$ cat src/rtl/brownout_dig_mc_pkg.sv
// Shared types and helpers for the multi-channel brown-out controller.
package brownout_pkg;

  typedef enum logic [1:0] {
    IDLE = 2'd0,
    FILT = 2'd1,
    TRIP = 2'd2,
    HOLD = 2'd3
  } bod_state_t;

  localparam int MAX_CODE_W = 8;
  localparam int MAX_DEC_W  = 2 ** MAX_CODE_W;

  // Width of a down/up counter able to hold max(a,b)-1, never narrower than 1 bit.
  function automatic int cnt_width(input int a, input int b);
    int m;
    m = (a > b) ? a : b;
    return (m > 2) ? $clog2(m) : 1;
  endfunction

  function automatic logic [MAX_DEC_W-1:0] onehot_decode(input logic [MAX_CODE_W-1:0] code,
                                                         input int unsigned width);
    logic [MAX_DEC_W-1:0] res;
    res = '0;
    if (int'(code) < int'(width)) res[code] = 1'b1;
    return res;
  endfunction

endpackage

$ cat src/rtl/brownout_dig_mc_if.sv
// Control/status bundle between the brown-out controller and its environment.
interface brownout_dig_mc_if #(
  parameter int NCH    = 2,
  parameter int TRIP_W = 3
);
  localparam int DEC_W = 2 ** TRIP_W;

  logic                    ena;
  logic [NCH*TRIP_W-1:0]   trip;
  logic [NCH-1:0]          chan_mask;
  logic [NCH-1:0]          dcomp;
  logic                    force_ena_rc_osc;
  logic                    force_dis_rc_osc;
  logic                    force_short_oneshot;
  logic [NCH*DEC_W-1:0]    trip_decoded;
  logic [NCH-1:0]          out_unbuf;
  logic                    out_any;
  logic [NCH-1:0]          brout_filt;
  logic [NCH-1:0]          timed_out;
  logic                    osc_ena;

  modport master (
    output ena, trip, chan_mask, dcomp,
    output force_ena_rc_osc, force_dis_rc_osc, force_short_oneshot,
    input  trip_decoded, out_unbuf, out_any, brout_filt, timed_out, osc_ena
  );

  modport slave (
    input  ena, trip, chan_mask, dcomp,
    input  force_ena_rc_osc, force_dis_rc_osc, force_short_oneshot,
    output trip_decoded, out_unbuf, out_any, brout_filt, timed_out, osc_ena
  );
endinterface

$ cat src/rtl/brownout_dig_mc_chan.sv
// One supply-monitor channel: synchroniser, debounce/hold FSM and trip-code decode.
module bod_chan
  import brownout_pkg::*;
#(
  parameter int TRIP_W     = 3,
  parameter int FILT_CYC   = 4,
  parameter int HOLD_LONG  = 1024,
  parameter int HOLD_SHORT = 8
) (
  input  logic                   osc_ck,
  input  logic                   rst_n,
  input  logic                   ena,
  input  logic                   force_short_oneshot,
  input  logic [TRIP_W-1:0]      trip,
  input  logic                   mask,
  input  logic                   dcomp,
  output logic [2**TRIP_W-1:0]   trip_decoded,
  output logic                   out_unbuf,
  output logic                   brout_filt,
  output logic                   timed_out,
  output logic                   sync_any,
  output logic                   busy
);
  localparam int DEC_W = 2 ** TRIP_W;
  localparam int CNT_W = cnt_width(FILT_CYC, HOLD_LONG);
  localparam logic [CNT_W-1:0] FILT_LAST  = CNT_W'(FILT_CYC - 1);
  localparam logic [CNT_W-1:0] HOLD_LLAST = CNT_W'(HOLD_LONG - 1);
  localparam logic [CNT_W-1:0] HOLD_SLAST = CNT_W'(HOLD_SHORT - 1);

  logic             sync_p0;
  logic             sync_p1;
  logic             dcomp_s;
  bod_state_t       state;
  logic [CNT_W-1:0] cnt;
  logic [MAX_DEC_W-1:0] dec_full;

  assign dcomp_s  = sync_p1;
  assign sync_any = sync_p0 | sync_p1;
  assign busy     = (state != IDLE);
  assign dec_full = onehot_decode(MAX_CODE_W'(trip), DEC_W);

  // Two-flop synchroniser; masking is applied before the first flop.
  always_ff @(posedge osc_ck or negedge rst_n) begin
    if (!rst_n) begin
      sync_p0 <= 1'b0;
      sync_p1 <= 1'b0;
    end else if (!ena) begin
      sync_p0 <= 1'b0;
      sync_p1 <= 1'b0;
    end else begin
      sync_p0 <= dcomp & ~mask;
      sync_p1 <= sync_p0;
    end
  end

  always_ff @(posedge osc_ck or negedge rst_n) begin
    if (!rst_n) begin
      trip_decoded <= '0;
    end else if (!ena) begin
      trip_decoded <= '0;
    end else begin
      trip_decoded <= dec_full[DEC_W-1:0];
    end
  end

  // Outputs are assigned on the same edge as the state change so they track state without extra delay.
  always_ff @(posedge osc_ck or negedge rst_n) begin
    if (!rst_n) begin
      state      <= IDLE;
      cnt        <= '0;
      out_unbuf  <= 1'b0;
      brout_filt <= 1'b0;
      timed_out  <= 1'b0;
    end else if (!ena) begin
      state      <= IDLE;
      cnt        <= '0;
      out_unbuf  <= 1'b0;
      brout_filt <= 1'b0;
      timed_out  <= 1'b0;
    end else begin
      timed_out <= 1'b0;
      case (state)
        IDLE: begin
          if (dcomp_s) begin
            state <= FILT;
            cnt   <= '0;
          end
        end
        FILT: begin
          if (!dcomp_s) begin
            state <= IDLE;
          end else if (cnt == FILT_LAST) begin
            state      <= TRIP;
            out_unbuf  <= 1'b1;
            brout_filt <= 1'b1;
          end else begin
            cnt <= cnt + 1'b1;
          end
        end
        TRIP: begin
          // Hold length is latched here only; later changes of the select do not affect a running hold.
          if (!dcomp_s) begin
            state      <= HOLD;
            brout_filt <= 1'b0;
            cnt        <= force_short_oneshot ? HOLD_SLAST : HOLD_LLAST;
          end
        end
        HOLD: begin
          if (dcomp_s) begin
            state      <= TRIP;
            brout_filt <= 1'b1;
          end else if (cnt == '0) begin
            state     <= IDLE;
            out_unbuf <= 1'b0;
            timed_out <= 1'b1;
          end else begin
            cnt <= cnt - 1'b1;
          end
        end
        default: begin
          state      <= IDLE;
          out_unbuf  <= 1'b0;
          brout_filt <= 1'b0;
        end
      endcase
    end
  end

endmodule

$ cat src/rtl/brownout_dig_mc.sv
// Multi-channel brown-out controller: NCH independent channels plus shared oscillator enable.
module brownout_dig_mc
  import brownout_pkg::*;
#(
  parameter int NCH        = 2,
  parameter int TRIP_W     = 3,
  parameter int FILT_CYC   = 4,
  parameter int HOLD_LONG  = 1024,
  parameter int HOLD_SHORT = 8
) (
  input  logic        osc_ck,
  input  logic        rst_n,
  brownout_dig_mc_if.slave bod
);
  localparam int DEC_W = 2 ** TRIP_W;

  logic [NCH*DEC_W-1:0] trip_dec_w;
  logic [NCH-1:0]       out_unbuf_w;
  logic [NCH-1:0]       brout_filt_w;
  logic [NCH-1:0]       timed_out_w;
  logic [NCH-1:0]       sync_any_w;
  logic [NCH-1:0]       busy_w;
  logic                 out_any_r;

  for (genvar i = 0; i < NCH; i++) begin : g_chan
    bod_chan #(
      .TRIP_W    (TRIP_W),
      .FILT_CYC  (FILT_CYC),
      .HOLD_LONG (HOLD_LONG),
      .HOLD_SHORT(HOLD_SHORT)
    ) u_chan (
      .osc_ck              (osc_ck),
      .rst_n               (rst_n),
      .ena                 (bod.ena),
      .force_short_oneshot (bod.force_short_oneshot),
      .trip                (bod.trip[i*TRIP_W +: TRIP_W]),
      .mask                (bod.chan_mask[i]),
      .dcomp               (bod.dcomp[i]),
      .trip_decoded        (trip_dec_w[i*DEC_W +: DEC_W]),
      .out_unbuf           (out_unbuf_w[i]),
      .brout_filt          (brout_filt_w[i]),
      .timed_out           (timed_out_w[i]),
      .sync_any            (sync_any_w[i]),
      .busy                (busy_w[i])
    );
  end

  always_ff @(posedge osc_ck or negedge rst_n) begin
    if (!rst_n) begin
      out_any_r <= 1'b0;
    end else if (!bod.ena) begin
      out_any_r <= 1'b0;
    end else begin
      out_any_r <= |out_unbuf_w;
    end
  end

  // Oscillator stays on while any raw request, synchroniser bit or active channel exists; force-on wins.
  assign bod.osc_ena = bod.force_ena_rc_osc |
                       (~bod.force_dis_rc_osc & bod.ena &
                        ((|(bod.dcomp & ~bod.chan_mask)) | (|sync_any_w) | (|busy_w)));

  assign bod.trip_decoded = trip_dec_w;
  assign bod.out_unbuf    = out_unbuf_w;
  assign bod.brout_filt   = brout_filt_w;
  assign bod.timed_out    = timed_out_w;
  assign bod.out_any      = out_any_r;

endmodule

$ cat src/flat_wrapper.sv
// flat-port wrapper written by rule: the top's interface ports become plain ports
module brownout_dig_mc_flat import brownout_pkg::*;
#(
  parameter int NCH        = 2,
  parameter int TRIP_W     = 3,
  parameter int FILT_CYC   = 4,
  parameter int HOLD_LONG  = 1024,
  parameter int HOLD_SHORT = 8
)
  (osc_ck, rst_n, bod_ena, bod_trip, bod_chan_mask, bod_dcomp, bod_force_ena_rc_osc, bod_force_dis_rc_osc, bod_force_short_oneshot, bod_trip_decoded, bod_out_unbuf, bod_out_any, bod_brout_filt, bod_timed_out, bod_osc_ena);
  brownout_dig_mc_if #(.NCH(NCH), .TRIP_W(TRIP_W)) bod_i ();
  input  logic osc_ck;
  input  logic rst_n;
  input wire logic [$bits(bod_i.ena)-1:0] bod_ena;
  input wire logic [$bits(bod_i.trip)-1:0] bod_trip;
  input wire logic [$bits(bod_i.chan_mask)-1:0] bod_chan_mask;
  input wire logic [$bits(bod_i.dcomp)-1:0] bod_dcomp;
  input wire logic [$bits(bod_i.force_ena_rc_osc)-1:0] bod_force_ena_rc_osc;
  input wire logic [$bits(bod_i.force_dis_rc_osc)-1:0] bod_force_dis_rc_osc;
  input wire logic [$bits(bod_i.force_short_oneshot)-1:0] bod_force_short_oneshot;
  output wire logic [$bits(bod_i.trip_decoded)-1:0] bod_trip_decoded;
  output wire logic [$bits(bod_i.out_unbuf)-1:0] bod_out_unbuf;
  output wire logic [$bits(bod_i.out_any)-1:0] bod_out_any;
  output wire logic [$bits(bod_i.brout_filt)-1:0] bod_brout_filt;
  output wire logic [$bits(bod_i.timed_out)-1:0] bod_timed_out;
  output wire logic [$bits(bod_i.osc_ena)-1:0] bod_osc_ena;
  assign bod_i.ena = bod_ena;
  assign bod_i.trip = bod_trip;
  assign bod_i.chan_mask = bod_chan_mask;
  assign bod_i.dcomp = bod_dcomp;
  assign bod_i.force_ena_rc_osc = bod_force_ena_rc_osc;
  assign bod_i.force_dis_rc_osc = bod_force_dis_rc_osc;
  assign bod_i.force_short_oneshot = bod_force_short_oneshot;
  assign bod_trip_decoded = bod_i.trip_decoded;
  assign bod_out_unbuf = bod_i.out_unbuf;
  assign bod_out_any = bod_i.out_any;
  assign bod_brout_filt = bod_i.brout_filt;
  assign bod_timed_out = bod_i.timed_out;
  assign bod_osc_ena = bod_i.osc_ena;
  brownout_dig_mc #(.NCH(NCH), .TRIP_W(TRIP_W), .FILT_CYC(FILT_CYC), .HOLD_LONG(HOLD_LONG), .HOLD_SHORT(HOLD_SHORT)) u_core (.osc_ck(osc_ck), .rst_n(rst_n), .bod(bod_i));
endmodule
$ cat config.mk
export PLATFORM = sky130hd
export DESIGN_NAME = brownout_dig_mc_flat
export DESIGN_NICKNAME = d
export VERILOG_FILES = /design/src/rtl/brownout_dig_mc_pkg.sv /design/src/rtl/brownout_dig_mc_if.sv /design/src/rtl/brownout_dig_mc_chan.sv /design/src/rtl/brownout_dig_mc.sv /design/src/flat_wrapper.sv
export SDC_FILE = /design/constraint.sdc
export NUM_CORES = 1
export LEC_CHECK = 0
export ABC_AREA = 0
export CAP_MARGIN = 40
export CELL_PAD_IN_SITES_DETAIL_PLACEMENT = 0
export CELL_PAD_IN_SITES_GLOBAL_PLACEMENT = 1
export CORE_ASPECT_RATIO = 0.5
export CORE_MARGIN = 2
export CORE_UTILIZATION = 45
export CTS_CLUSTER_SIZE = 25
export DETAILED_ROUTE_END_ITERATION = 8
export GPL_ROUTABILITY_DRIVEN = 0
export PLACE_DENSITY_LB_ADDON = 0.1
export SLEW_MARGIN = 20
export SYNTH_ARGS = -nofsm -noshare
export SYNTH_HDL_FRONTEND = slang
export SYNTH_SLANG_ARGS = --single-unit
$ cat constraint.sdc
create_clock -name osc_ck -period 4 [get_ports osc_ck]
set_input_delay 0.6 -clock osc_ck [delete_from_list [all_inputs] [get_ports osc_ck]]
set_output_delay 0.6 -clock osc_ck [all_outputs]
set_load 0.005 [all_outputs]
==> flow_summary_export.csv, run 1 <==
group,metric,value,unit
outcome,status,"finished clean",
critical_path,worst_setup_path_end_kind,"register",
critical_path,cp-start-kind,"register",
detailed_routing,drc,0,
timing,slew_viol_final,0,
synthesis,syn_inst,365,
synthesis,ys_seq_area_frac,0.408,
die,core_area,6700,sq um
timing,period_minus_slack,2.85,ns
detailed_routing,detail_route.iter0.violations,175,
worst_hold_path,hold_path.class,"primary input to asynchronous set/reset pin",
die,initial_utilization,0.467,
die,fp.dieArea,7680,sq um
detailed_routing,routed_via_density,5.61,
clock_network,cts.repair.resized,0,
grt,grt_start_max_net_pins,45,
synthesis,synthesis.nets,387,
final_layout,nFillCells,620,
grt,grt_usage,0.209,
timing,layout_worst_path_cycle_share,0.713,
detailed_routing,routed-via-count,2688,
clock_network,numClockSinks,51,
detailed_routing,drtPass1Iterations,5,
die,io-pin-count,40,
final_layout,nets,408,
critical_path,critPathArrivalTime,3.02,ns
final_layout,final_layout_size_suffix_gt1_frac,0.0724,
timing,max_freq,0.350,GHz
placed_design,post-dp-hpwl,5340,um
clock_network,cts.hold.buffers_added,0,
timing,post_route_setup_tns,0,ns
die,chipWidth,122,um
timing,worst_pin_slew,0.751,ns
power,total_leakage_power,1.58,nW
power,p_total,1.15,mW
clock_network,cts_htree_levels,2,
final_layout,finish.cell_count_without_fillers,479,
synthesis,synth_edf_count,0,
power,power_density,314,nW/um^2
timing,slew_headroom,0.499,
synthesis,mean_instance_size_in_the_synthesized_netlist,8.58,sq um
clock_network,number_of_buffers_inserted_to_repair_setup_after_cts,0,
synthesis,synth_warnings,0,
critical_path,cell_by_cell_trace_of_the_critical_path,"nand2_1 > inv_1 > xnor2_1 > ha_1 > o311a_1 > o22ai_1 > o21ai_0 > a31oi_1 > xor2_1 > o211ai_1",
placed_design,numPortBuffers,39,
clock_network,clk_pin_slew_worst_paths,0.07,ns
synthesis,post_synth_instance_area,3130,sq um
clock_network,clock_insertion_delay_at_the_later_pin_of_the_skew_report,0.29,ns
final_layout,final_core_utilization,0.548,
grt,vias_in_the_first_global_route,2541,
grt,grt_antenna_before_repair,0,
timing,hold_violations,0,
flow_run,maxCapViolCount,0,
placed_design,numPlacedInstances,471,
critical_path,critical_path.max_stage_delay,0.63,ns
clock_network,numCtsBuffers,5,
timing,rsz_0062_raised_after_global_routing,"false",
die,die_boundary_height,63.0,um
power,vdd.ir_drop.worst,0.000215,V
final_layout,num_antenna_cells,0,
clock_network,cts_root_buffer,"sky130_fd_sc_hd__clkbuf_16",
synthesis,yosys_register_bits,51,
critical_path,critPathRequiredTime,4.17,ns
grt,grt-ovfl-total,0,
critical_path,cp_slowest_cell,"sky130_fd_sc_hd__dfrtp_1",
critical_path,critPathMaxFanout,14,
timing,final-setup-viol-count,0,
synthesis,synth_cell_types,60,
detailed_routing,antenna_violating_nets_post_route,0,
die,rows,21,
timing,fin_skew,0.00487,ns
critical_path,timing.setup.critical_path_class,"register to register",
clock_network,buffer_levels_on_the_longest_clock_path,2,
detailed_routing,finalWirelength,7310,um
synthesis,async_reset_ff_frac,1.00,
detailed_routing,routed_wire_length_per_instance,15.3,um
grt,grt_pass1_wl,12700,um
synthesis,dominantRegCellSynth,"sky130_fd_sc_hd__dfrtp_1",
clock_network,cts_tree,"built",
final_layout,area_growth_syn_to_layout,17.3,%
-- final timing paths --
check                                                  from                                       to  slack [ns]  cells past startpoint
min                                                   rst_n           u_core.g_chan[1].u_chan.cnt[8]        0.14                      1
max reg2reg                u_core.g_chan[1].u_chan.state[0]           u_core.g_chan[1].u_chan.cnt[8]        1.15                     10
max                        u_core.g_chan[1].u_chan.state[0]           u_core.g_chan[1].u_chan.cnt[8]        1.15                     10
min in group osc_ck         u_core.g_chan[1].u_chan.sync_p0          u_core.g_chan[1].u_chan.dcomp_s        0.49                      1
max in group asynchronous                             rst_n  u_core.g_chan[1].u_chan.trip_decoded[6]        3.08                      2
min reg2reg                 u_core.g_chan[1].u_chan.sync_p0          u_core.g_chan[1].u_chan.dcomp_s        0.49                      1
-- synth_stat cells, drive strengths merged (4+ instances only) --
library cell	count	area share
nor4	7	0.023
xnor2	8	0.022
ha	6	0.024
a21oi	31	0.051
clkbuf	10	0.012
inv	17	0.020
nor3	17	0.029
xor2	10	0.028
o211ai	5	0.012
nand2	45	0.054
nand3	8	0.013
nand4	4	0.0080
dfrtp	51	0.41
o31ai	4	0.0096
o21ai	26	0.042
a31oi	7	0.014
nor2	26	0.031
nand2b	13	0.026
buf	20	0.047
and2	8	0.017
-- per-stage QoR --
stage | hold slack (ns) | setup slack, ns | area [sq um]
floorplan | 0.304 | 1.92 | 3130
global placement | 0.459 | 1.28 | 3490
detailed placement | 0.457 | 1.19 | 3490
CTS | 0.143 | 1.18 | 3670
global route | 0.142 | 0.922 | 3670
finish | 0.140 | 1.15 | 3670
-- flip-flops by register name, indices dropped and copies added (netlist names) --
signal / count
u_core.g_chan.u_chan.cnt: 20
u_core.g_chan.u_chan.trip_decoded: 16
u_core.g_chan.u_chan.state: 4
u_core.g_chan.u_chan.brout_filt: 2
u_core.g_chan.u_chan.dcomp_s: 2
u_core.g_chan.u_chan.out_unbuf: 2
u_core.g_chan.u_chan.sync_p0: 2
u_core.g_chan.u_chan.timed_out: 2
u_core.bod.out_any: 1
-- kinds of logic after synthesis --
logic type	share of synthesized area
compound gates	0.198
xor+xnor	0.0503
fa+ha+maj	0.0240
buf+inv	0.0791
flops	0.408
simple gates	0.241
-- critical path, delay by kind of cell, from the launching register on --
kind	cells	cell delay (ns)
buffers and inverters	1	0.27
adder cells (fa/ha/maj)	1	0.24
AO/OA/AOI/OAI	5	0.97
flip-flops	1	0.63
AND/OR/NAND/NOR	1	0.36
XOR/XNOR	2	0.27
-- layer usage --
metal,vias up,GRT usage,share of wire
li1,1318,-,-
met1,1322,0.301,0.49
met2,40,0.324,0.47
met3,8,0.0447,0.034
met4,0,0.0460,0.0089
met5,-,0,0
-- cells in the final DEF, fill, tap and decap left out, types with 2 or more instances in the layout --
cell / count
sky130_fd_sc_hd__a21oi_1: 30
sky130_fd_sc_hd__nor2_1: 26
sky130_fd_sc_hd__nand4_1: 4
sky130_fd_sc_hd__xor2_1: 10
sky130_fd_sc_hd__or2_2: 2
sky130_fd_sc_hd__nand2b_1: 13
sky130_fd_sc_hd__nor3b_1: 2
sky130_fd_sc_hd__ha_1: 6
sky130_fd_sc_hd__o21a_1: 3
sky130_fd_sc_hd__dfrtp_1: 51
sky130_fd_sc_hd__nand3_1: 8
sky130_fd_sc_hd__nor4_1: 4
sky130_fd_sc_hd__clkbuf_16: 5
sky130_fd_sc_hd__o21ai_0: 21
sky130_fd_sc_hd__nand2_1: 45
sky130_fd_sc_hd__nor4_2: 2
sky130_fd_sc_hd__xnor2_1: 8
sky130_fd_sc_hd__o31ai_1: 4
sky130_fd_sc_hd__a31oi_1: 7
sky130_fd_sc_hd__a211o_1: 2
sky130_fd_sc_hd__o311a_1: 2
sky130_fd_sc_hd__and2_2: 2
sky130_fd_sc_hd__o21ai_1: 5
sky130_fd_sc_hd__nor2b_1: 3
sky130_fd_sc_hd__a211oi_1: 3
sky130_fd_sc_hd__inv_1: 16
sky130_fd_sc_hd__and2_1: 6
sky130_fd_sc_hd__bufinv_16: 2
sky130_fd_sc_hd__o22ai_1: 2
sky130_fd_sc_hd__o211ai_1: 5
sky130_fd_sc_hd__buf_4: 5
sky130_fd_sc_hd__nor3_1: 16
sky130_fd_sc_hd__clkdlybuf4s50_1: 38
sky130_fd_sc_hd__or3_1: 2
-- where the power goes --
| group | switching (mW) | internal (mW) | total, mW |
|---|---|---|---|
| sequential | 0.00586 | 0.522 | 0.528 |
| clock | 0.193 | 0.359 | 0.552 |
| combinational | 0.0397 | 0.0329 | 0.0727 |
| total | 0.239 | 0.914 | 1.15 |
-- area by class of cell --
class                           count  area, sq um  area share
Tap cell                           92          115      0.0313
Timing Repair Buffer               44          423       0.115
Multi-Input combinational cell    267         1610       0.438
Clock inverter                      2         60.1      0.0163
Clock buffer                        6          129      0.0351
Sequential cell                    51         1280       0.347
Inverter                           17         63.8      0.0174
(Power assumes the default switching activity.)
==> run 2: changes to the inputs <==
Settings changed: CORE_UTILIZATION 45 to 38.
Clock period 4 ns to 2.44 ns, I/O delays scaled along.
==> run 2 against run 1 <==
Compared with the run above: sequential share of layout area down 0.91 points; core utilization down 7.7 points; die area up 17%; clock power up 32%; hold slack worse by 0.12 ns; first-iteration DRC count up 1.7%; sequential power up 63%; clock skew about the same; count of clock-buffer cells in the layout up 1; global-route usage down 2.6 points; via count up 3.0%; combinational power up 79%.
==> flow_summary_export.csv, run 2 (synthesis gave the netlist of run 1 again) <==
group,metric,value,unit
placed_design,numPortBuffers,39,
grt,grt_most_used_layer,"met2",
clock_network,numCtsBuffers,5,
grt,fraction_of_met3_tracks_used_by_global_routing,0.0341,
outcome,status,"finished clean",
clock_network,cts_root_buffer,"sky130_fd_sc_hd__clkbuf_16",
grt,grt_util_met1,0.240,
timing,slew_viol_final,0,
die,die_boundary_height,68.2,um
clock_network,number_of_buffers_inserted_to_repair_setup_after_cts,0,
critical_path,critPathRequiredTime,2.07,ns
critical_path,cp-start-kind,"register",
detailed_routing,routed_wire_length_per_instance,15.3,um
placed_design,post-dp-hpwl,5840,um
worst_hold_path,hold_path.class,"primary input to asynchronous set/reset pin",
die,fp.dieArea,9030,sq um
final_layout,nets,422,
detailed_routing,antenna_violating_nets_post_route,0,
clock_network,cts_htree_levels,2,
detailed_routing,drc,0,
final_layout,num_antenna_cells,0,
final_layout,post_route_standard_cell_area_excluding_fillers,3770,sq um
clock_network,clock_insertion_delay_at_the_later_pin_of_the_skew_report,0.29,ns
timing,slew_headroom,0.685,
timing,fin_skew,0.00506,ns
final_layout,most_common_library_cell_in_the_layout_ignoring_fill_and_taps,"sky130_fd_sc_hd__dfrtp_1",
power,p_total,1.72,mW
critical_path,worst_setup_path_end_kind,"output pin",
clock_network,cts_tree,"built",
grt,grt-ovfl-total,0,
clock_network,clk_pin_slew_worst_paths,0.07,ns
grt,grt_pass1_wl,12900,um
final_layout,area_growth_syn_to_layout,20.5,%
critical_path,critPathMaxFanout,12,
timing,final.hold.worst_slack,0.0211,ns
final_layout,max_flop_register,"u_core.g_chan.u_chan.cnt",
die,chipWidth,132,um
grt,grt_usage,0.183,
flow_run,maxCapViolCount,0,
timing,hold_violations,0,
timing,layout_worst_path_cycle_share,0.957,
final_layout,leading_cell_types_in_the_layout_fill_and_taps_excluded,"sky130_fd_sc_hd__dfrtp_1, sky130_fd_sc_hd__nand2_1, sky130_fd_sc_hd__clkdlybuf4s50_1, sky130_fd_sc_hd__a21oi_1, sky130_fd_sc_hd__nor2_1",
clock_network,cts.hold.buffers_added,0,
final_layout,largestRegisters,"u_core.g_chan.u_chan.cnt (20), u_core.g_chan.u_chan.trip_decoded (16), u_core.g_chan.u_chan.state (4)",
placed_design,numPlacedInstances,505,
power,total_leakage_power,1.64,nW
die,io-pin-count,40,
grt,grt_antenna_before_repair,0,
detailed_routing,finalWirelength,7830,um
timing,post_route_setup_tns,0,ns
power,vdd.ir_drop.worst,0.000261,V
critical_path,timing.setup.critical_path_class,"register to output pin",
grt,gr-usage-met2,0.316,
final_layout,final_layout_size_suffix_gt1_frac,0.107,
die,initial_utilization,0.391,
timing,period_minus_slack,2.34,ns
final_layout,nFillCells,788,
timing,rsz_0062_raised_after_global_routing,"false",
placed_design,placed_area,3620,sq um
clock_network,buffer_levels_on_the_longest_clock_path,2,
power,power_density,456,nW/um^2
critical_path,critPathArrivalTime,1.97,ns
timing,max_freq,0.428,GHz
detailed_routing,routed-via-count,2769,
detailed_routing,routed_via_density,5.40,
grt,vias_in_the_first_global_route,2654,
detailed_routing,drtPass1Iterations,4,
timing,worst_pin_slew,0.473,ns
final_layout,largest_register_ff_count,20,
detailed_routing,detail_route.iter0.violations,178,
die,core_area,8000,sq um
timing,final-setup-viol-count,0,
die,rows,23,
clock_network,numClockSinks,51,
grt,grt_start_max_net_pins,21,
final_layout,finish.cell_count_without_fillers,513,
==> run 2: cell types whose count changed in the layout (fill, tap and decap cells not counted), sizes merged <==
| cell | delta |
|---|---|
| buf | +14 |
| clkinv | +1 |
| bufinv | -2 |
| clkbuf | +1 |
==> run 2: worst max-delay path, cell delays in order, from the launching register on <==
cell	delay [ns]
sky130_fd_sc_hd__dfrtp_1	0.40
sky130_fd_sc_hd__buf_4	0.18
sky130_fd_sc_hd__nor4_2	0.27
sky130_fd_sc_hd__nand4_1	0.12
sky130_fd_sc_hd__a31o_2	0.25
sky130_fd_sc_hd__clkdlybuf4s50_1	0.45
==> run 2: cell type report <==
class | count | area [sq um] | share of cell area
flip-flops and latches | 51 | 1280 | 0.338
clock inverters | 1 | 8.76 | 0.00232
clock buffers | 7 | 143 | 0.0378
well taps | 112 | 140 | 0.0371
inverters | 17 | 63.8 | 0.0169
multi-input cells | 267 | 1610 | 0.428
repair buffers | 58 | 528 | 0.140
==> run 2: final timing paths <==
| check | startpoint | slack [ns] | cells after the start | to |
|---|---|---|---|---|
| setup / recovery | u_core.g_chan[1].u_chan.state[1] | 0.10 | 5 | bod_osc_ena |
| hold / removal | rst_n | 0.02 | 1 | u_core.g_chan[1].u_chan.trip_decoded[7] |
| setup reg to reg | u_core.g_chan[0].u_chan.state[0] | 0.31 | 7 | u_core.g_chan[0].u_chan.cnt[9] |
| hold reg to reg | u_core.g_chan[0].u_chan.sync_p0 | 0.50 | 1 | u_core.g_chan[0].u_chan.dcomp_s |
| max in group asynchronous | rst_n | 1.78 | 2 | u_core.g_chan[1].u_chan.cnt[7] |
| min in group osc_ck | u_core.g_chan[0].u_chan.sync_p0 | 0.50 | 1 | u_core.g_chan[0].u_chan.dcomp_s |
==> run 2: power breakdown <==
| part | total [mW] | internal, mW | switching (mW) | leakage [nW] |
|---|---|---|---|---|
| Combinational | 0.130 | 0.0601 | 0.0699 | 0.858 |
| Sequential | 0.863 | 0.855 | 0.00773 | 0.707 |
| Clock | 0.727 | 0.411 | 0.316 | 0.0741 |
| Total | 1.72 | 1.33 | 0.394 | 1.64 |
==> run 2: through the flow <==
step,worst slack [ns],util
after detailed placement,0.346,0.452
final,0.105,0.472
after floorplan,0.356,-
after CTS,0.00406,0.471
after global placement,0.331,0.452
after global routing,0.00381,0.472
==> run 2: what timing repair did <==
action                     in CTS  in global routing
setup endpoints to repair       0                  1
gates resized for setup         0                  1
hold endpoints to repair        0                  0
==> run 2: layer usage <==
metal  part of all wire  vias to the layer above
li1                   -                     1354
met1               0.49                     1370
met2               0.47                       37
met3              0.034                        8
met4             0.0078                        0
met5                  0                        -
